File: src/rtl/uart_receptor_if.sv
// uart_receptor_if: serial line, consumer acknowledge and received-byte status of the UART receiver.
//   master: drives rx and rd, observes the byte and status (line driver / consumer side)
//   slave : the receiver itself
interface uart_receptor_if;
    logic       rx;
    logic       rd;
    logic [7:0] dout;
    logic       done;
    logic       data_ready;
    logic       busy;
    logic       frame_err;
    logic       overrun;
    modport master (output rx, rd, input dout, done, data_ready, busy, frame_err, overrun);
    modport slave (input rx, rd, output dout, done, data_ready, busy, frame_err, overrun);
endinterface

File: src/rtl/uart_receptor.sv
// uart_receptor: oversampling 8N1 UART receiver with start/stop validation and sticky status.
//   clk_in         system clock, all logic on its rising edge
//   reset          asynchronous active-low reset
//   bus.rx         serial line (idles high, asynchronous)
//   bus.rd         consumer acknowledge, clears data_ready and overrun
//   bus.dout       last good byte, held
//   bus.done       one-cycle pulse per good byte
//   bus.data_ready set on good byte, cleared by rd
//   bus.busy       receiver not idle
//   bus.frame_err  stop bit of the last completed frame was low
//   bus.overrun    an unread byte was overwritten
module uart_receptor #(
    parameter int CLK_HZ     = 50000000,
    parameter int BAUD       = 9600,
    parameter int OVERSAMPLE = 16
) (
    input logic          clk_in,
    input logic          reset,
    uart_receptor_if.slave bus
);
    localparam int DIV = CLK_HZ / (BAUD * OVERSAMPLE);
    localparam int DW  = $clog2(DIV);
    localparam int SW  = $clog2(OVERSAMPLE);
    typedef enum logic [2:0] {IDLE, START, DATA, STOP, BREAK} state_t;
    state_t state, state_nx;
    logic [DW-1:0] div_cnt;
    logic [SW-1:0] sample_cnt;
    logic [2:0]    bitpos;
    logic [7:0]    shift, dout;
    logic          rx_m, rx_s;
    logic          tick, half_hit, bit_hit;
    logic          good, bad, sample;
    logic          done, data_ready, frame_err, overrun;
    assign tick     = div_cnt == DW'(DIV - 1);
    // START counts from T0, so mid start bit is reached when the count shows OVERSAMPLE/2-1
    assign half_hit = sample_cnt == SW'(OVERSAMPLE / 2 - 1);
    assign bit_hit  = sample_cnt == SW'(OVERSAMPLE - 1);
    always_ff @(posedge clk_in or negedge reset)
        if (!reset)
            state <= IDLE;
        else
            state <= state_nx;
    always_comb begin
        state_nx = state;
        if (tick)
            case (state)
                IDLE:    state_nx = rx_s ? IDLE : START;
                START:   state_nx = half_hit ? (rx_s ? IDLE : DATA) : START;
                DATA:    state_nx = (bit_hit && bitpos == 3'd7) ? STOP : DATA;
                STOP:    state_nx = bit_hit ? (rx_s ? IDLE : BREAK) : STOP;
                BREAK:   state_nx = rx_s ? IDLE : BREAK;
                default: state_nx = IDLE;
            endcase
    end
    always_comb begin
        sample = tick && state == DATA && bit_hit;
        good   = tick && state == STOP && bit_hit && rx_s;
        bad    = tick && state == STOP && bit_hit && !rx_s;
    end
    always_ff @(posedge clk_in or negedge reset)
        if (!reset) begin
            div_cnt    <= '0;
            rx_m       <= 1'b1;
            rx_s       <= 1'b1;
            sample_cnt <= '0;
            bitpos     <= '0;
            shift      <= '0;
            dout       <= '0;
            done       <= 1'b0;
            data_ready <= 1'b0;
            frame_err  <= 1'b0;
            overrun    <= 1'b0;
        end else begin
            div_cnt <= tick ? '0 : div_cnt + 1'b1;
            rx_m    <= bus.rx;
            rx_s    <= rx_m;
            // restart the tick count on every state change and at each bit boundary
            if (tick)
                sample_cnt <= (state_nx != state || bit_hit) ? '0 : sample_cnt + 1'b1;
            // bitpos wraps 7->0, so it is back at 0 whenever DATA is entered
            if (sample) begin
                shift[bitpos] <= rx_s;
                bitpos        <= bitpos + 1'b1;
            end
            if (good)
                dout <= shift;
            done       <= good;
            data_ready <= good | (data_ready & ~bus.rd);
            overrun    <= ~bus.rd & (overrun | (good & data_ready));
            frame_err  <= bad | (frame_err & ~good);
        end
    assign bus.dout       = dout;
    assign bus.done       = done;
    assign bus.data_ready = data_ready;
    assign bus.busy       = state != IDLE;
    assign bus.frame_err  = frame_err;
    assign bus.overrun    = overrun;
endmodule

File: src/flat_wrapper.sv
// flat-port wrapper written by rule: the top's interface ports become plain ports
module uart_receptor_flat 
#(
    parameter int CLK_HZ     = 50000000,
    parameter int BAUD       = 9600,
    parameter int OVERSAMPLE = 16
)
  (clk_in, reset, bus_rx, bus_rd, bus_dout, bus_done, bus_data_ready, bus_busy, bus_frame_err, bus_overrun);
  uart_receptor_if bus_i ();
  input logic clk_in;
  input logic reset;
  input wire logic [$bits(bus_i.rx)-1:0] bus_rx;
  input wire logic [$bits(bus_i.rd)-1:0] bus_rd;
  output wire logic [$bits(bus_i.dout)-1:0] bus_dout;
  output wire logic [$bits(bus_i.done)-1:0] bus_done;
  output wire logic [$bits(bus_i.data_ready)-1:0] bus_data_ready;
  output wire logic [$bits(bus_i.busy)-1:0] bus_busy;
  output wire logic [$bits(bus_i.frame_err)-1:0] bus_frame_err;
  output wire logic [$bits(bus_i.overrun)-1:0] bus_overrun;
  assign bus_i.rx = bus_rx;
  assign bus_i.rd = bus_rd;
  assign bus_dout = bus_i.dout;
  assign bus_done = bus_i.done;
  assign bus_data_ready = bus_i.data_ready;
  assign bus_busy = bus_i.busy;
  assign bus_frame_err = bus_i.frame_err;
  assign bus_overrun = bus_i.overrun;
  uart_receptor #(.CLK_HZ(CLK_HZ), .BAUD(BAUD), .OVERSAMPLE(OVERSAMPLE)) u_core (.clk_in(clk_in), .reset(reset), .bus(bus_i));
endmodule
File: config.mk
export PLATFORM = sky130hd
export DESIGN_NAME = uart_receptor_flat
export DESIGN_NICKNAME = d
export VERILOG_FILES = /design/src/rtl/uart_receptor_if.sv /design/src/rtl/uart_receptor.sv /design/src/flat_wrapper.sv
export SDC_FILE = /design/constraint.sdc
export NUM_CORES = 1
export LEC_CHECK = 0
export ABC_CLOCK_PERIOD_IN_PS = 2000
export CAP_MARGIN = 20
export CORE_MARGIN = 2
export CORE_UTILIZATION = 46
export DETAILED_ROUTE_END_ITERATION = 16
export PLACE_DENSITY_LB_ADDON = 0.05
export SYNTH_ARGS = -nofsm -noshare
export SYNTH_HDL_FRONTEND = slang
export SYNTH_SLANG_ARGS = --single-unit
File: constraint.sdc
create_clock -name clk_in -period 2 [get_ports clk_in]
set_input_delay 0.5 -clock clk_in [delete_from_list [all_inputs] [get_ports clk_in]]
set_output_delay 0.5 -clock clk_in [all_outputs]
set_load 0.01 [all_outputs]
==> results of run 1 <==
-- where the power goes --
| part | switching [mW] | internal [mW] |
|---|---|---|
| sequential | 0.00495 | 0.832 |
| combinational | 0.0203 | 0.0116 |
| clock | 0.288 | 0.241 |
-- registers in the layout (all words and copies together) (netlist names), named ones only --
name and cells:
u_core.div_cnt 9, u_core.bus.dout 8, u_core.shift 8, u_core.sample_cnt 4, u_core.bitpos 3, u_core.state 3
u_core.bus.data_ready 1, u_core.bus.done 1, u_core.bus.overrun 1, u_core.rx_m 1, u_core.rx_s 1
-- stage by stage --
stage                     util (%)  hold WS (ps)  cell area (sq um)  total power [mW]
after floorplan                  -           204               1910             0.856
after global placement        54.0           346               2160             0.885
after detailed placement      54.0           347               2160             0.886
after CTS                     56.1           171               2240              1.41
after global routing          56.4           184               2260              1.45
final                         56.4           157               2260              1.40
-- routing by layer --
layer / GRT usage, % / vias to the layer above
met2: 25.2 / 35
li1: - / 616
met3: 4.61 / 10
met1: 22.6 / 606
met5: 0 / -
met4: 9.75 / 0
-- placed cells by master, fill, tap and decap left out, types with 2 or more instances in the layout --
master	Yosys	final
sky130_fd_sc_hd__buf_4	1	7
sky130_fd_sc_hd__clkbuf_8	0	5
sky130_fd_sc_hd__dfstp_2	2	2
sky130_fd_sc_hd__and2_1	3	3
sky130_fd_sc_hd__nor3_1	4	4
sky130_fd_sc_hd__nor2_1	12	12
sky130_fd_sc_hd__dfrtp_1	39	39
sky130_fd_sc_hd__xor2_1	4	4
sky130_fd_sc_hd__ha_1	5	4
sky130_fd_sc_hd__and3_2	0	2
sky130_fd_sc_hd__o21a_1	2	2
sky130_fd_sc_hd__nand3_1	7	7
sky130_fd_sc_hd__o21ai_0	6	6
sky130_fd_sc_hd__and3_1	6	4
sky130_fd_sc_hd__xnor2_1	5	5
sky130_fd_sc_hd__a32oi_1	2	2
sky130_fd_sc_hd__mux2_2	10	10
sky130_fd_sc_hd__inv_1	5	5
sky130_fd_sc_hd__nand4_1	2	2
sky130_fd_sc_hd__mux2_1	8	8
sky130_fd_sc_hd__nand2_1	8	8
sky130_fd_sc_hd__clkinv_2	0	2
sky130_fd_sc_hd__clkdlybuf4s50_1	0	14
sky130_fd_sc_hd__nand2b_1	4	4
-- cell type report --
cell class                 instances  area (sq um)  share of cell area [%]
inverter                           6          27.5                    1.22
multi-input combinational        107           826                    36.6
clock buffer                       5          68.8                    3.05
timing repair buffer              24           226                    10.0
tap                               50          62.6                    2.77
clock inverter                     3          17.5                   0.776
sequential                        41          1030                    45.6
-- logic make-up after synthesis --
group / count (synthesis) / share of synthesized area [%]
AOI/OAI and AO/OA: 17 / 5.97
xor gates and xnor gates: 9 / 4.13
adders and majority gates: 5 / 3.28
buffers and inverters: 12 / 3.02
DFF: 41 / 53.9
muxes: 19 / 11.2
and+or+nand+nor: 57 / 18.5
-- timing repair --
| item | CTS | global route |
|---|---|---|
| gates resized for setup | 1 | 3 |
| setup endpoints to repair | 1 | 12 |
| setup buffers | 0 | 1 |
| pin swaps | 0 | 0 |
-- path summary, 6_finish.rpt --
check / startpoint / endpoint / slack [ps] / cells after the start
setup / recovery: u_core.state[2] / bus_busy / 70 / 2
hold / removal: reset / u_core.state[0] / 160 / 1
setup reg to reg: u_core.sample_cnt[0] / u_core.bitpos[1] / 130 / 5
hold reg to reg: u_core.rx_m / u_core.rx_s / 360 / 0
max in group asynchronous: reset / u_core.rx_s / 1290 / 2
min in group clk_in: u_core.rx_m / u_core.rx_s / 360 / 0
-- critical path: cells and delay by family (launching register included) --
| family | cells | cell delay, ps |
|---|---|---|
| and+or+nand+nor | 1 | 390 |
| DFF | 1 | 450 |
| buffers and inverters | 1 | 300 |
==> metrics, run 1 <==
Routed met1 length=1620 um; total power divided by cell area=619 nW/um^2; FF+latch count, synth=41; Synth top cells by count=sky130_fd_sc_hd__dfrtp_1 (39), sky130_fd_sc_hd__nor2_1 (12), sky130_fd_sc_hd__mux2_2 (10), sky130_fd_sc_hd__mux2_1 (8), sky130_fd_sc_hd__nand2_1 (8); required time at the endpoint of the critical path=1500 ps; cell at the root of the clock tree=sky130_fd_sc_hd__clkbuf_8; Synth top area share=51.2%; Synth Instances=160; dominant register cell in the synthesized netlist=sky130_fd_sc_hd__dfrtp_1; final instance count without filler cells=236; Remaining DRCs=0; Routed Antenna Nets=0; Num Clock Sinks=41; proportion of register bits with asynchronous set or reset after synthesis=100%; Tot GR Track Use=17.1%; sort of element at the end of the critical path=output pin; total iterations of the first detailed-routing run=4; area leader, netlist=sky130_fd_sc_hd__dfrtp_1; HPWL after detailed placement=2430 um; Hold Violations, Final=0; top fanout value on the critical path=6; average footprint of a synthesized cell=11.9 sq um; CTS HTree Levels=2; antenna violations before repair=0; number of fill cells in the layout=339; layout net count=194; Highest Signal Layer=met4; Longest Clk Path Bufs=2; starting density of the core=47.7%; placeable core region=4000 sq um; residual overflow from global routing=0; clock-pin slew on the worst setup and hold paths=80 ps; result of the run=complete, no violations; unrepaired setup endpoints after global routing=no; sequential share of the synthesized area=53.9%; number of global-route vias before repair=1219; total wirelength of the detailed-routed design=3470 um; syn nets=169; largest cells by area after synthesis=sky130_fd_sc_hd__dfrtp_1 (51%), sky130_fd_sc_hd__mux2_2 (5.9%), sky130_fd_sc_hd__mux2_1 (4.7%), sky130_fd_sc_hd__ha_1 (3.3%), sky130_fd_sc_hd__dfstp_2 (2.8%); horizontal die dimension=68.4 um; number of I/O port buffers=16; min Tclk post-route=1930 ps; met2 wire length=1580 um; slowest cell delay on critical path=450 ps; number of synthesized flops with an enable pin=0; final weighted congestion in routability-driven placement=0.776; pin count of the biggest net entering global routing=22; library cell contributing the largest single delay on the critical path=sky130_fd_sc_hd__dfrtp_1; Detail Route met3 WL=178 um; insertion delay to the later sink of the worst-skew pair=300 ps; relative area change from synthesis to final layout=18.4%; hold-fix buffers at CTS=0; number of max-slew violations in the final report=0; pin slew with the least headroom to its limit=490 ps; Die Area=4680 sq um; global-route wire length before repair=5750 um; number of placed instances with taps included=227; highest achievable clock rate=517 MHz; Worst Slack Setup Final=65.3 ps; cell-by-cell trace of the critical path=or3_1 -> dlygate4sd2_1; ant diodes=0; Leak Pwr=1.07 nW; Crit Path Category=register to output pin; count of boundary I/O pins=17; # setup viols final=0; worst min-delay path class=primary input to async pin; Yosys warnings=0; number of max-cap violations=0; Startpoint Class=register; Total Neg Setup Slack=0 ps; vias per cell=5.37; final setup skew=5.87 ps; Iteration-0 DRC Markers=92; per-cell routed wire length=14.7 um; total clock buffers created by CTS=5; Die Height=68.4 um; number of vias after detailed routing=1267; Distinct cells, synth=42; pre-CTS WS=51.8 ps; placement row count=23; combined area of all synthesized cells=1910 sq um; CTS tree=done; final cycle utilization of the critical path=96.7%; Worst VDD drop=0.000448 V; Critical Path AT=1430 ps; fraction of final layout cells sized beyond drive strength 1=19.4%; most frequent cell after synthesis=sky130_fd_sc_hd__dfrtp_1; Worst slew margin=67.3%
No activity file was read; power rests on OpenSTA's default activity.
==> inputs of run 2 (changes only) <==
CTS_CLUSTER_DIAMETER = 60   (was default)
MAX_ROUTING_LAYER = met4   (was default)
==> run 2 against run 1 <==
Worst setup slack about the same. Sequential power about the same. Flip-flop and latch count unchanged. Clock skew about the same. Routed wire length down 1.2%. Highest routed layer unchanged.
==> metrics, run 2 (same netlist as run 1, synthesis figures left out) <==
pin slew with the least headroom to its limit=491 ps (+0.498 ps); placement row count=23 (unchanged); Startpoint Class=register; CTS tree=done; CTS HTree Levels=2 (unchanged); total power=1.40 mW (about the same); sort of element at the end of the critical path=output pin; clock-pin slew on the worst setup and hold paths=80 ps (about the same); Remaining DRCs=0 (unchanged); highest achievable clock rate=517 MHz (about the same); starting density of the core=47.7% (unchanged); # setup viols final=0 (unchanged); total power divided by cell area=620 nW/um^2 (about the same); total iterations of the first detailed-routing run=4 (unchanged); Tot GR Track Use=17.5% (+0.38 points); layout net count=194 (unchanged); global-route wire length before repair=5750 um (unchanged); HPWL after detailed placement=2430 um (unchanged); horizontal die dimension=68.4 um (unchanged); WP buf/inv=1 (unchanged); largest registers=u_core.div_cnt (9), u_core.bus.dout (8), u_core.shift (8); insertion delay to the later sink of the worst-skew pair=300 ps (about the same); Worst slew margin=67.3% (about the same); vias per cell=5.39 (+0.39%); Largest register FFs=9 (unchanged); unrepaired setup endpoints after global routing=no; number of max-cap violations=0 (unchanged); Leak Pwr=1.07 nW (unchanged); worst min-delay path class=primary input to async pin; Hold Violations, Final=0 (unchanged); per-cell routed wire length=14.5 um (-1.2%); most frequent cells in the layout=sky130_fd_sc_hd__dfrtp_1 (39), sky130_fd_sc_hd__clkdlybuf4s50_1 (14), sky130_fd_sc_hd__nor2_1 (12), sky130_fd_sc_hd__mux2_2 (10); most common library cell in the layout ignoring fill and taps=sky130_fd_sc_hd__dfrtp_1; largest reg by FF count=u_core.div_cnt; number of global-route vias before repair=1222 (+0.25%); fraction of final layout cells sized beyond drive strength 1=19.4% (unchanged); Worst VDD drop=0.000448 V (about the same); pin count of the biggest net entering global routing=22 (unchanged); result of the run=complete, no violations; number of max-slew violations in the final report=0 (unchanged); cell area reported after detailed placement=2160 sq um (unchanged); Longest Clk Path Bufs=2 (unchanged); Critical Path AT=1440 ps (about the same); ant diodes=0 (unchanged); Die Height=68.4 um (unchanged); Largest delay share family, worst path=flip-flops; total clock buffers created by CTS=5 (unchanged); count of boundary I/O pins=17 (unchanged); Routed Antenna Nets=0 (unchanged); Design Area, Final=2260 sq um (unchanged); min Tclk post-route=1940 ps (+0.352 ps); number of I/O port buffers=16 (unchanged); Num Clock Sinks=41 (unchanged); cell at the root of the clock tree=sky130_fd_sc_hd__clkbuf_8; final setup skew=5.62 ps (-0.250 ps); placeable core region=4000 sq um (unchanged); total wirelength of the detailed-routed design=3430 um (-1.2%); final weighted congestion in routability-driven placement=0.786 (+1.4%); residual overflow from global routing=0 (unchanged); required time at the endpoint of the critical path=1500 ps (about the same); slowest cell delay on critical path=450 ps (about the same); Crit Path Category=register to output pin; Total Neg Setup Slack=0 ps (unchanged); relative area change from synthesis to final layout=18.4% (unchanged); antenna violations before repair=0 (unchanged); number of vias after detailed routing=1272 (+0.39%); Iteration-0 DRC Markers=86 (-6.5%); library cell contributing the largest single delay on the critical path=sky130_fd_sc_hd__dfrtp_1; top fanout value on the critical path=6 (unchanged); Die Area=4680 sq um (unchanged); final cycle utilization of the critical path=96.8% (about the same); cell-by-cell trace of the critical path=or3_1 -> dlygate4sd2_1
run 2: cell counts in the layout (fill, tap and decap cells not counted):
Identical to the previous run, type by type.
run 2: final timing paths:
path,from,to,slack (ps),depth (start not counted)
max in group asynchronous,reset,u_core.rx_s,1290,2
min,reset,u_core.state[0],160,1
max reg2reg,u_core.sample_cnt[0],u_core.bitpos[1],130,5
min reg2reg,u_core.rx_m,u_core.rx_s,360,0
max,u_core.state[2],bus_busy,60,2
min in group clk_in,u_core.rx_m,u_core.rx_s,360,0
run 2: worst register-to-register path, cell delays in order (launching register included):
cell and delay [ps]:
sky130_fd_sc_hd__dfrtp_1 390, sky130_fd_sc_hd__ha_2 250, sky130_fd_sc_hd__and3_2 250, sky130_fd_sc_hd__and3_2 250, sky130_fd_sc_hd__nor3b_4 250, sky130_fd_sc_hd__mux2_2 360
run 2: per-layer routing:
metal / share of wire (%) / vias to the layer above / track usage (%)
met5: 0 / - / -
met1: 46 / 611 / 22.6
li1: - / 616 / -
met3: 5.6 / 9 / 4.11
met4: 2.0 / 0 / 9.75
met2: 46 / 36 / 25.2
run 2: power by group:
part	total [mW]	internal [mW]	switching, mW
registers	0.837	0.832	0.00469
clock network	0.530	0.241	0.290
logic	0.0315	0.0116	0.0199
total	1.40	1.08	0.314
run 2: repair_timing:
item | CTS | global route
setup buffers | 0 | 1
resized for setup | 1 | 3
endpoints found under the setup margin | 1 | 12
hold buffers | 0 | 0
run 2: layout make-up:
| cell class | count | area [sq um] |
|---|---|---|
| flip-flops and latches | 41 | 1030 |
| multi-input cells | 107 | 826 |
| clock inverters | 3 | 17.5 |
| repair buffers | 24 | 226 |
| clock buffers | 5 | 68.8 |
| fillers | 339 | 1740 |
| well taps | 50 | 62.6 |
| inverters | 6 | 27.5 |
run 2: stage by stage:
stage	utilization [%]	cells	hold slack (ps)	setup WS, ps
finish	56.4	236	155	64.9
global route	56.4	236	187	12.5
CTS	56.1	235	171	5.76
detailed placement	54.0	227	347	51.8
global placement	54.0	227	346	127
floorplan	-	160	204	190
